[config.mk]
export PLATFORM = sky130hd
export DESIGN_NAME = bcd_seg_scanner
export DESIGN_NICKNAME = d
export VERILOG_FILES = /design/src/rtl/bcd_seg_pkg.sv /design/src/rtl/bcd_to_seg.sv /design/src/rtl/bcd_seg_scanner.sv
export SDC_FILE = /design/constraint.sdc
export NUM_CORES = 1
export LEC_CHECK = 0
export BUFFER_PORTS_ARGS = -buffer_cell sky130_fd_sc_hd__buf_2
export CAP_MARGIN = 30
export CORE_MARGIN = 2
export CORE_UTILIZATION = 58
export DETAILED_ROUTE_END_ITERATION = 6
export PLACE_DENSITY_LB_ADDON = 0.15
export SLEW_MARGIN = 20
export SYNTH_ARGS = -nofsm -noshare
export SYNTH_HDL_FRONTEND = slang
export SYNTH_SLANG_ARGS = --single-unit
[constraint.sdc]
create_clock -name CLK -period 4.4 [get_ports CLK]
set_clock_uncertainty 0.2 [all_clocks]
set_input_delay 0.22 -clock CLK [delete_from_list [all_inputs] [get_ports CLK]]
set_output_delay 0.22 -clock CLK [all_outputs]
set_load 0.02 [all_outputs]
[src/rtl/bcd_seg_pkg.sv]
// Shared constants and types for the packed-BCD 7-segment scanner.
// Segment codes are {g,f,e,d,c,b,a}, active-low.
package bcd_seg_pkg;

    localparam int SEG_W = 7;

    localparam logic [SEG_W-1:0] SEG_OFF  = 7'h7F;
    localparam logic [SEG_W-1:0] SEG_DASH = 7'h3F;

    localparam logic [SEG_W-1:0] SEG_0 = 7'h40;
    localparam logic [SEG_W-1:0] SEG_1 = 7'h79;
    localparam logic [SEG_W-1:0] SEG_2 = 7'h24;
    localparam logic [SEG_W-1:0] SEG_3 = 7'h30;
    localparam logic [SEG_W-1:0] SEG_4 = 7'h19;
    localparam logic [SEG_W-1:0] SEG_5 = 7'h12;
    localparam logic [SEG_W-1:0] SEG_6 = 7'h02;
    localparam logic [SEG_W-1:0] SEG_7 = 7'h78;
    localparam logic [SEG_W-1:0] SEG_8 = 7'h00;
    localparam logic [SEG_W-1:0] SEG_9 = 7'h10;

    typedef enum logic {
        ST_BLANK,
        ST_SHOW
    } state_e;

endpackage

[src/rtl/bcd_to_seg.sv]
// Combinational BCD nibble to active-low 7-segment decoder.
// Nibbles A..F show a dash.
module bcd_to_seg
    import bcd_seg_pkg::*;
(
    input  logic [3:0]       bcd_i,
    output logic [SEG_W-1:0] seg_o
);

    always_comb begin
        seg_o = SEG_DASH;
        case (bcd_i)
            4'd0:    seg_o = SEG_0;
            4'd1:    seg_o = SEG_1;
            4'd2:    seg_o = SEG_2;
            4'd3:    seg_o = SEG_3;
            4'd4:    seg_o = SEG_4;
            4'd5:    seg_o = SEG_5;
            4'd6:    seg_o = SEG_6;
            4'd7:    seg_o = SEG_7;
            4'd8:    seg_o = SEG_8;
            4'd9:    seg_o = SEG_9;
            default: seg_o = SEG_DASH;
        endcase
    end

endmodule

[src/rtl/bcd_seg_scanner.sv]
// Time-multiplexed common-anode 7-segment scanner with BCD shadow register.
// Define BCD_SEG_LZB_EN to enable leading-zero blanking.
module bcd_seg_scanner
    import bcd_seg_pkg::*;
#(
    parameter int DIGITS    = 2,
    parameter int SCAN_DIV  = 1000,
    parameter int BLANK_CYC = 2
) (
    input  logic                  CLK,
    input  logic                  RESET,
    input  logic [4*DIGITS-1:0]   BCD_IN,
    input  logic                  LOAD,
    output logic [SEG_W-1:0]      SEG,
    output logic [DIGITS-1:0]     DIG,
    output logic                  SLOT_END
);

    localparam int KW = $clog2(SCAN_DIV);
    localparam int IW = (DIGITS > 1) ? $clog2(DIGITS) : 1;

    logic [4*DIGITS-1:0] shadow_q, shadow_d;
    logic [KW-1:0]       k_q, k_d;
    logic [IW-1:0]       idx_q, idx_d;
    state_e              state_q, state_d;
    logic [SEG_W-1:0]    seg_q, seg_d;
    logic [DIGITS-1:0]   dig_q, dig_d;
    logic                end_q, end_d;

    logic                last_k;
    logic [3:0]          nib;
    logic [SEG_W-1:0]    dec_seg;
    logic                blank_lz;

    bcd_to_seg u_dec (
        .bcd_i (nib),
        .seg_o (dec_seg)
    );

    // k_q/idx_q hold the slot position of the cycle that begins at the next edge
    always_comb begin
        nib = 4'h0;
        for (int i = 0; i < DIGITS; i++) begin
            if (idx_q == IW'(i)) nib = shadow_q[4*i +: 4];
        end
    end

`ifdef BCD_SEG_LZB_EN
    always_comb begin
        logic nz;
        nz = 1'b0;
        for (int j = 0; j < DIGITS; j++) begin
            if (IW'(j) >= idx_q && shadow_q[4*j +: 4] != 4'h0) nz = 1'b1;
        end
        blank_lz = (idx_q != '0) && !nz;
    end
`else
    assign blank_lz = 1'b0;
`endif

    always_comb begin
        shadow_d = LOAD ? BCD_IN : shadow_q;
        last_k   = (k_q == KW'(SCAN_DIV - 1));
        k_d      = last_k ? '0 : k_q + KW'(1);
        idx_d    = idx_q;
        if (last_k) begin
            idx_d = (idx_q == IW'(DIGITS - 1)) ? '0 : idx_q + IW'(1);
        end

        state_d = state_q;
        case (state_q)
            ST_BLANK: if (k_q == KW'(BLANK_CYC)) state_d = ST_SHOW;
            ST_SHOW:  if (k_q == '0)             state_d = ST_BLANK;
            default:  state_d = ST_BLANK;
        endcase

        seg_d = SEG_OFF;
        dig_d = '1;
        end_d = last_k;
        if (state_d == ST_SHOW) begin
            dig_d = ~(DIGITS'(1) << idx_q);
            seg_d = blank_lz ? SEG_OFF : dec_seg;
        end
    end

    always_ff @(posedge CLK) begin
        if (RESET) begin
            shadow_q <= '0;
            k_q      <= '0;
            idx_q    <= '0;
            state_q  <= ST_BLANK;
            seg_q    <= SEG_OFF;
            dig_q    <= '1;
            end_q    <= 1'b0;
        end else begin
            shadow_q <= shadow_d;
            k_q      <= k_d;
            idx_q    <= idx_d;
            state_q  <= state_d;
            seg_q    <= seg_d;
            dig_q    <= dig_d;
            end_q    <= end_d;
        end
    end

    assign SEG      = seg_q;
    assign DIG      = dig_q;
    assign SLOT_END = end_q;

endmodule
# == After elaboration in Yosys (flattened, before gate mapping) ==
# Memories as Yosys holds them, arrays and structs flattened. A register that Yosys moved wholly into a read port is not among the register bits.
# Cells that the tools add are included.
# Widths: inputs -> output; s select.
# classes
add_sub_neg,2
n_mul,0
n_div,0
n_lt_le_gt_ge,0
eq_ne,2
shift,1
mux,5
n_bitwise,3
reduce_logical,3
# ops
operator,n
$add 10x1->10 const B,1
$eq 10x10->1 const B,1
$eq 10x2->1 const B,1
$logic_not 10->1,1
$mux 4,1
$reduce_or 2->1,2
$mux 1,3
$not 1->1,2
$not 2->2,1
$pmux 1 s2,1
$shl 1x1->2 const A,1
$add 1x1->1 const B,1
# word_totals
register_bits,23
latchBits,0
ram_bits,0
romBits,112
input_bits,11
out_inout_bits,10
elab_cells,23
n_memories,1
# mem_list
name,depth,word_bits,rd,rd_clocked_by_memory_dff,write_ports,line_no,text
(no name shown),16,7,1,1,0,bcd_to_seg.sv:12,case (bcd_i)

# == Longest topological paths before layout ==
# Gate-level depths: netlist of run 1.
# depth
depth_word,5
depth_mapped,7
mapped_depth_nobuf,6

# == By module ==
# From an unflattened synthesis of run 1, not the netlist that was laid out.
# unflattened
cells_unflattened,149
area_unflattened_um2,1442.6
# modules_own_cells
module,n_inst,cells_each,area_each_um2,seq_area_each_um2
bcd_seg_scanner,1,118,1218.7,600.6
bcd_to_seg,1,31,224.0,0.0

# == Worst setup path after synthesis of run 1 ==
# Ideal clock, no wire load.
# synth_timing
path_kind,reg-to-reg
startpoint,register idx_q
endpoint,"register seg_q[0], in the netlist SEG[0]"
setup_ns,0.124
arrival_time_ns,1.603
required_time_ns,4.076
setup_slack_ns,2.473
stages_incl_launch_ff,8
n_path_buf,1
synth_period_minus_slack_ns,1.927
cell_sequence,dfxtp_1 > buf_2 > mux2i_1 > inv_1 > ha_1 > or2_2 > a21oi_1 > o21ai_0
# synth_via
elab_chain_len,1
# synth_lines
element,line_no,text
start: declaration,bcd_seg_scanner.sv:24,"logic [IW-1:0] idx_q, idx_d;"
start signal: assignment,bcd_seg_scanner.sv:98,idx_q <= idx_d;
$mux 4,bcd_seg_scanner.sv:44,if (idx_q == IW'(i)) nib = shadow_q[4*i +: 4];
end: declaration,bcd_seg_scanner.sv:26,"logic [SEG_W-1:0] seg_q, seg_d;"
# Every way passes these cells.
# A chain may end at the register's enable or synchronous reset.

# == Worst setup path after layout of run 1 ==
# Same ends and word-level chain as after synthesis.

==> results of run 1 <==
## cell usage in the layout, fill, tap and decap left out
master,n
a21oi_1,2
a311oi_1,1
a31o_2,1
and2_1,2
and3_1,1
buf_2,20
clkbuf_1,1
clkbuf_4,5
clkbuf_8,1
clkinv_2,1
dfxtp_1,30
dlygate4sd3_1,8
ha_1,8
inv_1,7
mux2_2,2
mux2i_1,14
nand2_1,8
nand2b_1,3
nand3_1,2
nand4_1,1
nor2_1,23
nor3_1,4
nor3b_1,1
nor4_1,3
o21ai_0,5
o2bb2ai_1,2
or2_2,1
or3b_1,1
or4_4,1
xnor2_1,5
xor2_1,4
## flip-flops by register name (all words and copies together) (netlist names)
| signal | flops |
|---|---|
| idx_q | 1 |
| SLOT_END | 1 |
| shadow_q | 8 |
| state_q | 1 |
| DIG | 2 |
| SEG | 7 |
| k_q | 10 |
## per-layer routing
| layer | track usage, % | share of wire (%) | routed length [um] | up-vias |
|---|---|---|---|---|
| li1 | - | - | - | 518 |
| met1 | 22.5 | 45 | 1090 | 471 |
| met2 | 36.1 | 48 | 1160 | 29 |
| met3 | 8.62 | 5.8 | 141 | 9 |
| met4 | 10.1 | 2.1 | 52 | 0 |
| met5 | 0 | 0 | 0 | - |
## cell usage after synthesis (all sizes together)
| cell | count | area [um2] |
|---|---|---|
| inv | 7 | 26.3 |
| or4 | 1 | 11.3 |
| or3b | 1 | 8.76 |
| xor2 | 4 | 35.0 |
| buf | 4 | 26.3 |
| o2bb2ai | 2 | 17.5 |
| mux2i | 14 | 140 |
| dfxtp | 30 | 601 |
| and2 | 2 | 12.5 |
| nor3 | 4 | 20.0 |
| mux2 | 2 | 22.5 |
| nand2 | 8 | 30.0 |
| a21oi | 2 | 10.0 |
| nor3b | 1 | 7.51 |
| clkbuf | 2 | 7.51 |
| xnor2 | 5 | 43.8 |
| a311oi | 1 | 8.76 |
| or2 | 1 | 6.26 |
| ha | 8 | 100 |
| o21ai | 5 | 25.0 |
| nand3 | 2 | 10.0 |
| nand2b | 3 | 18.8 |
| a31o | 1 | 8.76 |
| nor4 | 3 | 18.8 |
| and3 | 1 | 6.26 |
| nand4 | 1 | 6.26 |
| nor2 | 23 | 86.3 |
## power by group
| group | internal [W] | total [W] | switching (W) |
|---|---|---|---|
| clock | 0.0000773 | 0.000169 | 0.0000919 |
| sequential | 0.000283 | 0.000290 | 0.00000659 |
| combinational | 0.0000280 | 0.0000621 | 0.0000341 |
## path summary, 6_finish.rpt
check                end  slack, ps  cells after the start
max               SEG[0]       2190                      6
min          shadow_q[6]         20                      2
min reg2reg       k_q[0]        300                      1
max reg2reg       SEG[0]       2190                      6
## logic make-up (layout without fill, tap and decap cells)
group,count (synthesis),count (layout),synth area share (%)
buffers and inverters,13,43,4.57
adder cells (fa/ha/maj),8,8,7.61
multiplexers,16,16,12.4
flip-flops,30,30,45.7
XOR/XNOR,9,9,5.99
AND/OR/NAND/NOR,51,51,18.5
AO/OA/AOI/OAI,11,11,5.33
## metrics by stage
step           utilization (%)  instance area (um2)  std cells  total power, W
3_5_place_dp              65.3                 1420        180        0.000353
6_report                  71.7                 1560        196        0.000521
2_1_floorplan                -                 1320        138        0.000337
5_1_grt                   71.7                 1560        196        0.000545
4_1_cts                   71.7                 1560        196        0.000524
3_3_place_gp              65.3                 1420        180        0.000350
## area by class of cell
type | instances | area share (%)
multi-input combinational | 95 | 42.0
sequential | 30 | 38.6
timing repair buffer | 28 | 11.6
clock buffer | 7 | 3.54
tap | 28 | 2.25
inverter | 7 | 1.69
clock inverter | 1 | 0.322
## critical path: stages (launching register included)
cell,delay (ps)
dfxtp_1,520
mux2i_1,460
inv_1,140
ha_1,200
or2_2,290
a21oi_1,160
o21ai_0,110
## repair_timing
item | 4_1_cts | 5_1_grt
gates resized for setup | 0 | 0
hold buffers | 8 | 0
endpoints found under the hold margin | 8 | 0
==> results.ini, run 1 <==
[logic_synthesis]
synth_fp_nets = 157
synth_seq_cells = 30
yosys_warnings = 0
netlist_area_um2 = 1320
ys_types = 28
synth.avg_cell_area_um2 = 9.53
netlist_instances = 138
ys_seq_area_share_pct = 45.7

[floorplan]
num_io_pins = 21
die_area_um2 = 2660
fp-row-count = 17
coreArea_um2 = 2170
initial_core_util_pct = 60.6
die_w_um = 51.6
die_height_um = 51.6

[setup_path]
worstSetupPathType = flop to flop
worst_ep_arrival_time_ps = 2220
critPathLaunchType = flop
r2r_start = idx_q
crit_path_start = idx_q
critPathCaptureType = flop
cp.required_ps = 4400
crit_fanout = 8

[global_route]
grt_pass1_wl_mm = 4.02
overflow = 0
grt_max_degree = 16
antenna_found_initial = 0
grtUsageTotal_pct = 21.1
grt_pass1_vias = 948

[placed_design]
dp_worst_setup_slack_ps = 2220
port_buffers = 20
routabilityCongestion = 0.866
dpl.hpwl_mm = 1.68

[finish]
fillers = 177
syn2layout_area_growth_pct = 18.4
drive_gt1_share_pct = 19.0
multi_input_area_um2 = 654
regArea_um2 = 601
layout.nets = 186
n_antenna_cell = 0

[route]
firstDrtPassIters = 4
vias_per_cell = 5.24
antenna_left = 0
vias = 1027
totalWireLength_mm = 2.44
wire_per_inst_um = 12.5
drc = 0
drtIter0Drc = 15

[sta]
worstMarginPinSlew_ps = 640
rsz0062_at_grt = false
tns_ps = 0
finalHoldViolCount = 0
slew_headroom_pct = 56.1
fin_crit_sh_pct = 50.3
report.final.slew_viol_count = 0
setup_viol = 0
fin_ws_ps = 2190
hold_ws_ps = 24.5
period_needed_ps = 2210
clock.fmax_mhz = 452

[min_path]
hold_path.class = input pin to flop
worstHoldStart = RESET

[power]
ir_drop_v = 0.000223
p_per_area_nw_per_um2 = 335
leakage_nw = 0.658

[cts]
cts_inserted_buffers = 5
clockRootBuffer = clkbuf_4
post-cts-setup-buffers = 0
clkTransAtPathRegs_ps = 90
clock_path_buffers = 2
cts.sinks = 30
clk_latency_ps = 330
cts_tree = built
h-tree-depth = 2

[status]
status = finished clean

[flow_run]
drv_cap = 0

No activity file was read; power rests on OpenSTA's default activity.
==> run 2, diff against run 1 <==
- CORE_UTILIZATION: 58 -> 49
- clock period: 4.4 -> 1.8 ns (I/O delays scaled with it)
==> run 2 against run 1 <==
Via count is 6.7% higher. Hold slack better by 320 ps. Global-route usage is 3.0 points lower. Wire length is 8.4% higher. Flip-flop and latch count stayed put. Power is 150% higher. Sequential share of layout area fell by 4.9 points. Fmax increased by 25%. Design area rose by 16%. First-iteration DRC count grew to 2.9 times the previous value. Final cell count is 12% higher.
==> results.ini, run 2 (synthesis gave the netlist of run 1 again) <==
[status]
status = finished clean

[global_route]
antenna_found_initial = 0
grt_pass1_wl_mm = 4.37
overflow = 0
grtUsageTotal_pct = 18.1
grt_max_degree = 16
grt_pass1_vias = 1032

[power]
p_switching_w = 0.000321
p_sw_share_pct = 24.9
leakage_nw = 0.770
clkPwrFrac_pct = 30.0
p_int_w = 0.000969
comb_power_share_pct = 15.2
ir_drop_v = 0.000688
power_frac_seq_pct = 54.8
p_per_area_nw_per_um2 = 717
power.total_w = 0.00129

[sta]
report.final.slew_viol_count = 0
tns_ps = 0
setup_viol = 0
rsz0062_at_grt = true
period_needed_ps = 1780
finalHoldViolCount = 0
fin_ws_ps = 23.0
worstMarginPinSlew_ps = 385
slew_headroom_pct = 74.1
clock.fmax_mhz = 563
fin_crit_sh_pct = 98.7

[cts]
post-cts-setup-buffers = 0
clk_latency_ps = 320
cts_tree = built
h-tree-depth = 2
cts.sinks = 30
clkTransAtPathRegs_ps = 80
clockRootBuffer = clkbuf_4
clock_path_buffers = 2
cts_inserted_buffers = 5

[finish]
regArea_um2 = 607
layout_commonest_cell = dfxtp_1
n_antenna_cell = 0
largest_reg_flops = 10
final_cell_mix = dfxtp_1 (27), nor2_1 (23), buf_2 (20), dlygate4sd3_1 (17), buf_4 (14)
final_core_util_pct = 72.0
instances_no_fill = 220
layout.nets = 210
syn2layout_area_growth_pct = 36.9
fillers = 178
multi_input_area_um2 = 692
drive_gt1_share_pct = 29.5
largest-register = k_q

[route]
vias_per_cell = 4.98
drtIter0Drc = 43
totalWireLength_mm = 2.65
vias = 1096
firstDrtPassIters = 4
antenna_left = 0
drc = 0
wire_per_inst_um = 12.0

[setup_path]
r2r_end = idx_q
critPathCaptureType = flop
crit_path_start = k_q[0]
r2r_slack_ps = 20
worst_ep_arrival_time_ps = 1780
worstSetupPathType = flop to flop
r2r_start = k_q[0]
crit_fanout = 3
reg2reg_depth = 6
cp.required_ps = 1800
critPathLaunchType = flop

[min_path]
worstHoldStart = k_q[0]
hold_path.class = flop to flop
min_to = k_q[0]
whs_path_depth = 2

[floorplan]
initial_core_util_pct = 52.6
num_io_pins = 21
die_area_um2 = 3110
coreArea_um2 = 2500
fp-row-count = 18
die_height_um = 55.8
die_w_um = 55.8

[placed_design]
dpl.hpwl_mm = 1.72
routabilityCongestion = 0.813
place_inst = 197
dp_worst_setup_slack_ps = -50.1
port_buffers = 20

[flow_run]
drv_cap = 0

==> run 2: cell count changes in the layout (fill, tap and decap cells not counted), sizes merged <==
cell,before,now
buf,20,35
dlygate4sd3,8,17
clkbuf,7,6
clkinv,1,0
==> run 2: layout make-up <==
cell class | instances | share of cell area, %
inverter | 7 | 1.46
timing repair buffer | 52 | 21.5
tap | 30 | 2.08
clock buffer | 6 | 2.85
multi-input combinational | 95 | 38.4
sequential | 30 | 33.7
==> run 2: power by group through the flow <==
stage / sequential, W / combinational (W) / clock, W
detailed placement: 0.000724 / 0.000156 / 0
floorplan: 0.000737 / 0.0000894 / 0
global placement: 0.000724 / 0.000152 / 0
global route: 0.000711 / 0.000215 / 0.000423
finish: 0.000707 / 0.000196 / 0.000388
CTS: 0.000708 / 0.000192 / 0.000398
==> run 2: how the worst max path moves through the flow <==
stage | end | slack, ps
after CTS | idx_q | 9
final | idx_q | 20
after floorplan | SEG[0] | 20
after detailed placement | SEG[0] | -50
after global placement | SEG[3] | -6
after global routing | idx_q | -40
==> run 2: worst max-delay path, cell delays in order, from the launching register on <==
cell and delay [ps]:
dfxtp_1 350, ha_2 210, nand2_1 80, or4_4 520, buf_6 130, xor2_1 120, nor2_1 50
==> run 2: metal layers <==
| layer | GRT usage, % | vias to the layer above | wire length (um) |
|---|---|---|---|
| li1 | - | 565 | - |
| met1 | 20.6 | 503 | 1170 |
| met2 | 30.6 | 23 | 1320 |
| met3 | 6.51 | 5 | 131 |
| met4 | 7.67 | 0 | 36 |
| met5 | 0 | - | 0 |
==> run 2: metrics by stage <==
stage | area [um2] | hold slack (ps)
after floorplan | 1340 | -37.6
after global placement | 1550 | 126
after detailed placement | 1550 | 135
after CTS | 1770 | 329
after global routing | 1800 | 359
final | 1800 | 341
==> run 2: repair_timing <==
| item | CTS | global route |
|---|---|---|
| hold endpoints to repair | 12 | 0 |
| resized for setup | 2 | 9 |
| endpoints found under the setup margin | 4 | 7 |
| hold buffers | 17 | 0 |
==> run 3, diff against run 2 <==
- BUFFER_PORTS_ARGS: -buffer_cell sky130_fd_sc_hd__buf_2 -> -buffer_cell sky130_fd_sc_hd__buf_4
==> run 3 against run 2 <==
Sequential share of layout area decreased by 1.2 points. Non-clock buffer count rose by 2. Flip-flop and latch count unchanged. Global-route usage up 2.3 points. Worst setup slack improved by 18 ps. Clock-buffer cell count grew 1. Clock power down 8.2%. Combinational power rose by 11%. Register-to-register slack better by 20 ps. First-iteration DRC count fell by 44%.
==> results.ini, run 3 (synthesis gave the netlist of run 1 again) <==
[placed_design]
port_buffers = 20
postPlaceCellArea_um2 = 1610
routabilityCongestion = 0.866
place_inst = 199
dpl.hpwl_mm = 1.86

[setup_path]
crit_buf_inv = 1
worstSetupPathType = flop to flop
r2r_slack_ps = 40
cp.required_ps = 1860
crit_fanout = 2
critPathCaptureType = flop
cpMaxStageDelayCell = or4_4
worst_ep_arrival_time_ps = 1820
path_delay_family = simple AND/OR/NAND/NOR gates
worstPathCellList = or3b_1, or4_4, buf_4, xor2_2, nor2_1
critPathLaunchType = flop
crit_path_max_incr_delay_ps = 430

[floorplan]
die_area_um2 = 3110
coreArea_um2 = 2500
num_io_pins = 21
fp-row-count = 18
initial_core_util_pct = 52.6
die_height_um = 55.8
die_w_um = 55.8

[global_route]
overflow = 0
grt_pass1_wl_mm = 4.82
use_met3_pct = 7.67
grt_util_met2_pct = 34.7
grt_pass1_vias = 1107
top_usage_layer = met2
use_met1_pct = 22.5
grt_max_degree = 16
grtUsageTotal_pct = 20.5
antenna_found_initial = 0

[finish]
largest_reg_flops = 10
syn2layout_area_growth_pct = 41.5
layout_commonest_cell = buf_4
fillers = 173
final_cell_mix = buf_4 (37), dfxtp_1 (29), nor2_1 (22), dlygate4sd3_1 (17), mux2i_1 (12)
n_antenna_cell = 0
fin_area_um2 = 1860
instances_no_fill = 223
drive_gt1_share_pct = 28.0
largest-register = k_q
layout.nets = 212

[cts]
cts_tree = built
clockRootBuffer = clkbuf_4
clk_latency_ps = 330
cts_inserted_buffers = 5
cts.sinks = 30
clock_path_buffers = 2
h-tree-depth = 2
post-cts-setup-buffers = 0
clkTransAtPathRegs_ps = 90

[min_path]
hold_path.class = flop to flop

[route]
wire_per_inst_um = 12.7
drtIter0Drc = 24
vias_per_cell = 4.93
vias = 1099
antenna_left = 0
totalWireLength_mm = 2.84
firstDrtPassIters = 4
drc = 0

[status]
status = finished clean

[power]
comb_power_share_pct = 16.9
leakage_nw = 0.797
power_frac_seq_pct = 55.3
p_per_area_nw_per_um2 = 690
p_sw_share_pct = 25.4
p_int_w = 0.000958
p_switching_w = 0.000325
ir_drop_v = 0.000626
clkPwrFrac_pct = 27.8

[flow_run]
drv_cap = 0

[sta]
finalHoldViolCount = 0
clock.fmax_mhz = 568
report.final.slew_viol_count = 0
slew_headroom_pct = 75.3
setup_viol = 0
period_needed_ps = 1760
worstMarginPinSlew_ps = 368
fin_crit_sh_pct = 97.7

## run 3: final cells by class
class	count	area, um2	area share (%)
well taps	30	37.5	2.02
clock buffers	7	45.0	2.42
inverters	7	26.3	1.41
flip-flops and latches	30	604	32.5
repair buffers	54	448	24.1
multi-input cells	95	699	37.6
## run 3: final timing paths
| path | from | endpoint | cells after the start |
|---|---|---|---|
| setup / recovery | k_q[3] | idx_q | 5 |
| hold / removal | k_q[0] | k_q[0] | 2 |
| setup reg to reg | k_q[3] | idx_q | 5 |
| hold reg to reg | k_q[0] | k_q[0] | 2 |
## run 3: routing by layer
| metal | wire (um) | vias to the layer above |
|---|---|---|
| li1 | - | 567 |
| met1 | 1220 | 503 |
| met2 | 1450 | 22 |
| met3 | 117 | 7 |
| met4 | 50 | 0 |
| met5 | 0 | - |
## run 3: stage by stage
stage | TNS [ps] | total power [W] | hold slack (ps) | setup WS, ps | utilization (%)
final | 0 | 0.00128 | 331 | 40.9 | 74.4
after floorplan | 0 | 0.000827 | -37.6 | 16.5 | -
after detailed placement | -66.9 | 0.000900 | 133 | -35.2 | 64.5
after global placement | -15.6 | 0.000894 | 127 | -8.18 | 64.5
after CTS | 0 | 0.00129 | 343 | 8.53 | 73.2
after global routing | -21.2 | 0.00135 | 364 | -11.9 | 74.4
## run 3: what timing repair did
action | in CTS | in global routing
resized for setup | 1 | 7
setup endpoints to repair | 2 | 5
pin swaps | 0 | 0
endpoints found under the hold margin | 12 | 0
hold buffers | 17 | 0
## run 3: power groups by stage
stage | clock (W) | sequential [W] | combinational, W
after floorplan | 0 | 0.000737 | 0.0000894
after global placement | 0 | 0.000724 | 0.000169
after detailed placement | 0 | 0.000725 | 0.000174
after CTS | 0.000369 | 0.000710 | 0.000211
after global routing | 0.000399 | 0.000712 | 0.000237
final | 0.000356 | 0.000710 | 0.000217
## run 3: worst reg2reg max path: stages, from the launching register on
cell and delay, ps:
dfxtp_1 310, or3b_1 370, or4_4 430, buf_4 160
xor2_2 130, nor2_1 90
